==> config.mk <==
export PLATFORM = sky130hd
export DESIGN_NAME = mem_access_ctrl_flat
export DESIGN_NICKNAME = d
export VERILOG_FILES = /design/src/rtl/mem_access_ctrl_if.sv /design/src/rtl/mem_access_ctrl.sv /design/src/flat_wrapper.sv
export SDC_FILE = /design/constraint.sdc
export NUM_CORES = 1
export LEC_CHECK = 0
export BUFFER_PORTS_ARGS = -buffer_cell sky130_fd_sc_hd__buf_2
export CORE_ASPECT_RATIO = 1.5
export CORE_MARGIN = 2
export CORE_UTILIZATION = 51
export DETAILED_ROUTE_END_ITERATION = 12
export PLACE_DENSITY_LB_ADDON = 0.1
export SLEW_MARGIN = 20
export SYNTH_ARGS = -nofsm -noshare
export SYNTH_HDL_FRONTEND = slang
export SYNTH_SLANG_ARGS = --single-unit
==> constraint.sdc <==
create_clock -name clk -period 4.45 [get_ports clk]
set_clock_uncertainty 0.15 [all_clocks]
set_input_delay 0 -clock clk [delete_from_list [all_inputs] [get_ports clk]]
set_output_delay 0 -clock clk [all_outputs]
set_load 0.005 [all_outputs]
==> src/rtl/mem_access_ctrl_if.sv <==
// Bundle of the core request/response handshake and the 8-bit data memory port
// used by mem_access_ctrl. The controller connects through the slave modport;
// the core/memory side (or a bench) uses the master modport.
interface mem_access_ctrl_if #(
  parameter int ADDR_W = 8,
  parameter int DATA_W = 8
);
  logic                  req_valid;
  logic                  req_ready;
  logic                  req_write;
  logic                  req_wide;
  logic [ADDR_W-1:0]     req_addr;
  logic [2*DATA_W-1:0]   req_wdata;
  logic                  resp_valid;
  logic [2*DATA_W-1:0]   resp_rdata;
  logic                  resp_error;
  logic [ADDR_W-1:0]     mem_addr;
  logic [DATA_W-1:0]     mem_write_data;
  logic                  mem_write;
  logic                  mem_read;
  logic [DATA_W-1:0]     mem_data_out;

  modport master (
    output req_valid, req_write, req_wide, req_addr, req_wdata, mem_data_out,
    input  req_ready, resp_valid, resp_rdata, resp_error,
           mem_addr, mem_write_data, mem_write, mem_read
  );

  modport slave (
    input  req_valid, req_write, req_wide, req_addr, req_wdata, mem_data_out,
    output req_ready, resp_valid, resp_rdata, resp_error,
           mem_addr, mem_write_data, mem_write, mem_read
  );
endinterface

==> src/rtl/mem_access_ctrl.sv <==
// mem_access_ctrl: load/store initiator for a byte-wide data memory.
// Byte requests take one memory access, wide (16-bit) requests are split into
// a low-byte access at addr and a high-byte access at addr+1 (little-endian,
// address wraps). One resp_valid pulse is returned per accepted request.
// Optional feature macro: ALIGN_CHECK_EN -- when defined, wide requests at an
// odd address are rejected without touching memory and flagged on resp_error.
module mem_access_ctrl #(
  parameter int ADDR_W = 8,
  parameter int DATA_W = 8
) (
  input  logic                clk,
  input  logic                reset,
  mem_access_ctrl_if.slave    bus
);

  localparam logic [1:0] S_IDLE = 2'd0;
  localparam logic [1:0] S_LO   = 2'd1;
  localparam logic [1:0] S_HI   = 2'd2;
  localparam logic [1:0] S_RESP = 2'd3;

  logic [1:0]          state_q, state_d;
  logic [ADDR_W-1:0]   addr_q, addr_d;
  logic [2*DATA_W-1:0] wdata_q, wdata_d;
  logic [2*DATA_W-1:0] rdata_q, rdata_d;
  logic                write_q, write_d;
  logic                wide_q, wide_d;
`ifdef ALIGN_CHECK_EN
  logic                err_q, err_d;
`endif

  // Next-state and request/read-data capture
  always_comb begin
    state_d = state_q;
    addr_d  = addr_q;
    wdata_d = wdata_q;
    rdata_d = rdata_q;
    write_d = write_q;
    wide_d  = wide_q;
`ifdef ALIGN_CHECK_EN
    err_d   = err_q;
`endif
    case (state_q)
      S_IDLE: begin
        if (bus.req_valid) begin
          addr_d  = bus.req_addr;
          wdata_d = bus.req_wdata;
          write_d = bus.req_write;
          wide_d  = bus.req_wide;
          // Cleared on accept so stores and byte loads return zero upper bits
          rdata_d = '0;
          state_d = S_LO;
`ifdef ALIGN_CHECK_EN
          err_d   = 1'b0;
          if (bus.req_wide && bus.req_addr[0]) begin
            err_d   = 1'b1;
            state_d = S_RESP;
          end
`endif
        end
      end
      S_LO: begin
        if (!write_q) rdata_d[DATA_W-1:0] = bus.mem_data_out;
        state_d = wide_q ? S_HI : S_RESP;
      end
      S_HI: begin
        if (!write_q) rdata_d[2*DATA_W-1:DATA_W] = bus.mem_data_out;
        state_d = S_RESP;
      end
      default: state_d = S_IDLE;
    endcase
  end

  // Control state: the only registers that see reset
  always_ff @(posedge clk) begin
    if (reset) begin
      state_q <= S_IDLE;
`ifdef ALIGN_CHECK_EN
      err_q   <= 1'b0;
`endif
    end else begin
      state_q <= state_d;
`ifdef ALIGN_CHECK_EN
      err_q   <= err_d;
`endif
    end
  end

  // Request and read-data holding registers; outputs are gated by state so no reset needed
  always_ff @(posedge clk) begin
    addr_q  <= addr_d;
    wdata_q <= wdata_d;
    rdata_q <= rdata_d;
    write_q <= write_d;
    wide_q  <= wide_d;
  end

  // Output decode purely from registered state
  always_comb begin
    bus.req_ready      = (state_q == S_IDLE);
    bus.resp_valid     = (state_q == S_RESP);
    bus.resp_rdata     = (state_q == S_RESP) ? rdata_q : '0;
`ifdef ALIGN_CHECK_EN
    bus.resp_error     = (state_q == S_RESP) && err_q;
`else
    bus.resp_error     = 1'b0;
`endif
    bus.mem_addr       = '0;
    bus.mem_write_data = '0;
    bus.mem_write      = 1'b0;
    bus.mem_read       = 1'b0;
    if (state_q == S_LO) begin
      bus.mem_addr       = addr_q;
      bus.mem_write      = write_q;
      bus.mem_read       = !write_q;
      bus.mem_write_data = write_q ? wdata_q[DATA_W-1:0] : '0;
    end else if (state_q == S_HI) begin
      bus.mem_addr       = addr_q + ADDR_W'(1);
      bus.mem_write      = write_q;
      bus.mem_read       = !write_q;
      bus.mem_write_data = write_q ? wdata_q[2*DATA_W-1:DATA_W] : '0;
    end
  end

endmodule
==> src/flat_wrapper.sv <==
// flat-port wrapper written by rule: the top's interface ports become plain ports
module mem_access_ctrl_flat 
#(
  parameter int ADDR_W = 8,
  parameter int DATA_W = 8
)
  (clk, reset, bus_req_valid, bus_req_write, bus_req_wide, bus_req_addr, bus_req_wdata, bus_mem_data_out, bus_req_ready, bus_resp_valid, bus_resp_rdata, bus_resp_error, bus_mem_addr, bus_mem_write_data, bus_mem_write, bus_mem_read);
  mem_access_ctrl_if #(.ADDR_W(ADDR_W), .DATA_W(DATA_W)) bus_i ();
  input  logic clk;
  input  logic reset;
  input wire logic [$bits(bus_i.req_valid)-1:0] bus_req_valid;
  input wire logic [$bits(bus_i.req_write)-1:0] bus_req_write;
  input wire logic [$bits(bus_i.req_wide)-1:0] bus_req_wide;
  input wire logic [$bits(bus_i.req_addr)-1:0] bus_req_addr;
  input wire logic [$bits(bus_i.req_wdata)-1:0] bus_req_wdata;
  input wire logic [$bits(bus_i.mem_data_out)-1:0] bus_mem_data_out;
  output wire logic [$bits(bus_i.req_ready)-1:0] bus_req_ready;
  output wire logic [$bits(bus_i.resp_valid)-1:0] bus_resp_valid;
  output wire logic [$bits(bus_i.resp_rdata)-1:0] bus_resp_rdata;
  output wire logic [$bits(bus_i.resp_error)-1:0] bus_resp_error;
  output wire logic [$bits(bus_i.mem_addr)-1:0] bus_mem_addr;
  output wire logic [$bits(bus_i.mem_write_data)-1:0] bus_mem_write_data;
  output wire logic [$bits(bus_i.mem_write)-1:0] bus_mem_write;
  output wire logic [$bits(bus_i.mem_read)-1:0] bus_mem_read;
  assign bus_i.req_valid = bus_req_valid;
  assign bus_i.req_write = bus_req_write;
  assign bus_i.req_wide = bus_req_wide;
  assign bus_i.req_addr = bus_req_addr;
  assign bus_i.req_wdata = bus_req_wdata;
  assign bus_i.mem_data_out = bus_mem_data_out;
  assign bus_req_ready = bus_i.req_ready;
  assign bus_resp_valid = bus_i.resp_valid;
  assign bus_resp_rdata = bus_i.resp_rdata;
  assign bus_resp_error = bus_i.resp_error;
  assign bus_mem_addr = bus_i.mem_addr;
  assign bus_mem_write_data = bus_i.mem_write_data;
  assign bus_mem_write = bus_i.mem_write;
  assign bus_mem_read = bus_i.mem_read;
  mem_access_ctrl #(.ADDR_W(ADDR_W), .DATA_W(DATA_W)) u_core (.clk(clk), .reset(reset), .bus(bus_i));
endmodule
==> Word-level counts from Yosys, hierarchy flattened <==
Index checks and enable logic that the tools add are counted.
{ "totals": {"output_inout_bits": 37, "regBits": 44, "mem_count": 0, "wordCells": 39, "romBits": 0, "latchBits": 0, "ramBits": 0} }
{ "op_classes": {"eq_ne": 6, "addsub": 1, "n_mul": 0, "div_mod_pow": 0, "muxes": 18, "shifts": 0, "bitwise_logic": 0, "reduce_logical": 7, "order_cmp": 0} }
{ "op_table": {"columns": ["op", "count"], "rows": [
  ["2-to-1 mux 8 bit", 7],
  ["2-to-1 mux 16 bit", 2],
  ["one-hot mux 8 bit (2 select lines)", 2],
  ["adder 8 x 1 -> 8 bit, second input constant", 1],
  ["inequality test 2 bit, second input constant", 3],
  ["one-hot mux 2 bit (3 select lines)", 1],
  ["AND reduction 3 bit", 2],
  ["2-to-1 mux 1 bit", 5],
  ["== test 2 bit, second input constant", 2],
  ["nonzero test 2 bit", 2],
  ["== test 2 x 1 -> 1 bit, second input constant", 1],
  ["logical NOT 2 bit", 1],
  ["2-to-1 mux 2 bit", 1],
  ["AND reduction 2 bit", 1],
  ["logical NOT 1 bit", 1]
]} }

==> Depth between registers and ports, before layout <==
{ "logic_depth": {"word_depth": 3, "ltp_mapped": 7, "depth_no_buf": 5} }

==> Worst setup path after synthesis <==
Ideal clock, no wire load.
{ "synth_path": {"path_type": "register to register", "from": "register u_core.state_q[0]", "to": "register u_core.rdata_q[10], enable pin", "required_time_ps": 3914, "t_arrival_ps": 1565, "slack_ps": 2348, "path_stages_with_launch": 5, "period_less_slack_ps": 2102, "path_cell_list": "dfxtp_1 > inv_1 > ha_1 > nor2b_1 > a211oi_1"} }
{ "synth_via": {"elab_chain_cells": 3} }
{ "synth_lines": {"columns": ["item", "line", "text"], "rows": [
  ["start: declaration", "mem_access_ctrl.sv:21", "logic [1:0] state_q, state_d;"],
  ["start signal: assignment", "mem_access_ctrl.sv:81", "state_q <= state_d;"],
  ["logical NOT 2 bit (*)", null, null],
  ["net bus_req_ready", "flat_wrapper.sv:17", "output wire logic [$bits(bus_i.req_ready)-1:0] bus_req_ready;"],
  ["inequality test 2 bit (no line) / nonzero test 2 bit (equally long branches)", null, null],
  ["AND reduction 3 bit (no line) (*)", null, null],
  ["end signal: assignment", "mem_access_ctrl.sv:92", "rdata_q <= rdata_d;"],
  ["end: declaration", "mem_access_ctrl.sv:24", "logic [2*DATA_W-1:0] rdata_q, rdata_d;"]
]} }
The timed path passes the listed nets; every way through them passes the cells marked *.
A chain may end at the register's enable or synchronous reset.

==> Worst setup path in the final report <==
{ "layout_path": {"from": "register u_core.state_q[1]", "to": "output bus_mem_addr[7]"} }
{ "layout_via": {"elab_chain_cells": 3} }
{ "layout_lines": {"columns": ["item", "line", "text"], "rows": [
  ["== test 2 bit", "mem_access_ctrl.sv:116", "end else if (state_q == S_HI) begin"],
  ["2-to-1 mux 8 bit", "mem_access_ctrl.sv:116", null],
  ["2-to-1 mux 8 bit (*)", "mem_access_ctrl.sv:111", "if (state_q == S_LO) begin"],
  ["end: declaration", "flat_wrapper.sv:21", "output wire logic [$bits(bus_i.mem_addr)-1:0] bus_mem_addr;"]
]} }
Every way passes the cells marked *; elsewhere a longest branch is shown, timed or not.

==> impl_results.md <==
- Outcome: finished, final reports clean
- Final #Nets: 313
- Hold Slack: 0.260 ns
- CTS root buffer: clkbuf_8
- VDD IR max: 0.371 mV
- FP Rows: 28
- DR pass1 iterations: 6
- Initial core utilization: 0.522
- Post-synth ARST share: 0
- Setup violators final: 0
- CP required: 4.30 ns
- Tmin final: 2.41 ns
- Crit path capture type: primary output
- Cell Pwr Density: 523 nW/µm²
- Period utilisation layout: 0.541
- Antenna violations before repair: 0
- HP Class: in2reg
- DRC: 0
- Area contributors post-synth: edfxtp_1 63%, and2_1 10%, ha_1 3.1%, nor2_1 2.8%, a22oi_1 2.6%
- Mapped Area: 2010 µm²
- Number of global-route vias before repair: 1,517
- Leak: 1.26 nW
- Diode count: 0
- Global Route Usage Sum: 0.193
- FMAX: 0.415 GHz
- Chip width: 55.3 µm
- Wire per inst: 13.4 µm
- CP cell instances: inv_1 -> ha_1 -> buf_4 -> nand2b_1 -> or4_1 -> nand3_1 -> buf_2
- Worst-Margin Slew: 0.727 ns
- TritonCTS clock tree: done
- First-iteration detailed-routing DRC count: 28
- Area of the multi-input gates: 661 µm²
- Largest net degree at the start of global routing: 27
- Dpl ws: 1.95 ns
- Relative slew slack: 0.514
- Critical path class: reg2out
- Clock transition at path regs: 0.09 ns
- Post-synth top cells: 42 x edfxtp_1, 33 x and2_1, 15 x nor2_1
- Top_reg_cell synth: edfxtp_1
- Gp weighted congestion: 0.783
- Skew-Pair Late Insertion Delay: 0.29 ns
- Die area: 4470 µm²
- CTS Sinks: 44
- DIE HEIGHT: 80.9 µm
- Largest area contributor in the synthesized netlist: edfxtp_1
- Post-layout instance area: 2860 µm²
- Grt ovf: 0
- Netlist cell types: 28
- Setup_tns: 0 ns
- Crit path max fanout: 26
- CP max-delay cell: or4_1
- Core area: 3850 µm²
- Final WS setup: 2.04 ns
- CP peak stage delay: 0.53 ns
- Seq/Total Area, Yosys: 0.647
- First-pass GRT wire length: 6.68 mm
- Final ANT Viol Nets: 0
- Placed Cells: 272
- Sequential Area: 1300 µm²
- Crit path launch type: flop
- Worst EP arrival: 2.26 ns
- TritonCTS Buffers: 5
- DP HPWL: 2.76 mm
- Flops & latches, synth: 44
- H-tree levels: 2
- Synth warnings: 0
- Layout area overhead: 42.3%
- Synth top area share: 0.627
- Final Slew Violations: 0
- Post-synth net total: 204
- Clock buffer depth: 2
- Maxcap violations: 0
- Port Buf Inserts: 72
- Routed via count: 1,569
- Top-count cell post-synth: edfxtp_1
- Share of cells above drive strength 1: 0.305
- Final design utilization: 0.743
- Postcts setup bufs: 0
- Io pins: 74
- Syn_area_per_cell: 12.4 µm²
- Number of enable flip-flop cells after synthesis: 42
- Final wirelength: 4.26 mm
- Mapped Cells: 162
- Total power: 1.50 mW
- Finished Layout Cells: 317
- Fillers: 273
- Fin. Hold Viols: 0
- Via density: 4.95
- Dpl cell area: 2400 µm²
- RSZ-0062 raised after global routing: false
## cell type report
type                    count  area share
clock inverters             3     0.00612
clock buffers               5      0.0240
multi-input cells         105       0.231
inverters                   5     0.00656
repair buffers            110       0.258
well taps                  45      0.0197
flip-flops and latches     44       0.455
## critical path, delay by kind of cell, from the launching register on
family / cells / cell delay (ns)
AND/OR/NAND/NOR: 3 / 0.84
adder cells (fa/ha/maj): 1 / 0.29
buffers and inverters: 3 / 0.45
flip-flops: 1 / 0.38
## cells in the final DEF (no fill, tap or decap), types with 2 or more instances in the layout
cell type / n
dlygate4sd3_1: 37
dfxtp_1: 2
inv_1: 5
nand2b_1: 3
mux2i_1: 4
nor2_1: 15
nand3_1: 6
clkbuf_8: 5
ha_1: 5
a21oi_1: 3
o21ai_1: 2
a22oi_1: 7
nand2_1: 10
or4_1: 2
o21ai_0: 2
nor2b_1: 2
and2_1: 32
edfxtp_1: 42
buf_2: 72
o211ai_1: 3
## cells by family after synthesis
group	Yosys count	share of synthesized area
flip-flops	44	0.647
other	1	0.00187
adder cells (fa/ha/maj)	5	0.0311
multiplexers	4	0.0199
AND/OR/NAND/NOR	74	0.201
buffers and inverters	13	0.0274
AO/OA/AOI/OAI	21	0.0716
## report_power, final
group	internal, mW	switching (mW)
sequential	0.654	0.0555
clock	0.110	0.134
combinational	0.225	0.319
## routing by layer
layer | share of wire | GRT usage | vias up | wire [µm]
met5 | 0 | 0 | - | 0
met4 | 0.0063 | 0.0512 | 0 | 27
met3 | 0.053 | 0.0462 | 4 | 226
met2 | 0.56 | 0.377 | 57 | 2400
met1 | 0.38 | 0.205 | 718 | 1600
li1 | - | - | 790 | -
## flip-flops by register name, summed over array words and instances (netlist names)
name and count:
u_core.rdata_q 16, u_core.wide_q 1, u_core.state_q 2, u_core.addr_q 8, u_core.wdata_q 16, u_core.write_q 1
## final timing paths
path | from | to | slack, ns | cells past startpoint
worst max-delay path | u_core.state_q[1] | bus_mem_addr[7] | 2.04 | 7
worst min-delay path | bus_req_wdata[13] | u_core.wdata_q[13] | 0.26 | 2
worst max register to register | u_core.state_q[0] | u_core.rdata_q[14] | 2.26 | 4
worst min register to register | u_core.state_q[0] | u_core.state_q[0] | 0.36 | 2
## what timing repair did
item                      4_1_cts  5_1_grt
resized for setup               0        0
hold buffers                   37        0
hold endpoints to repair       44        0
(Power assumes the default switching activity.)
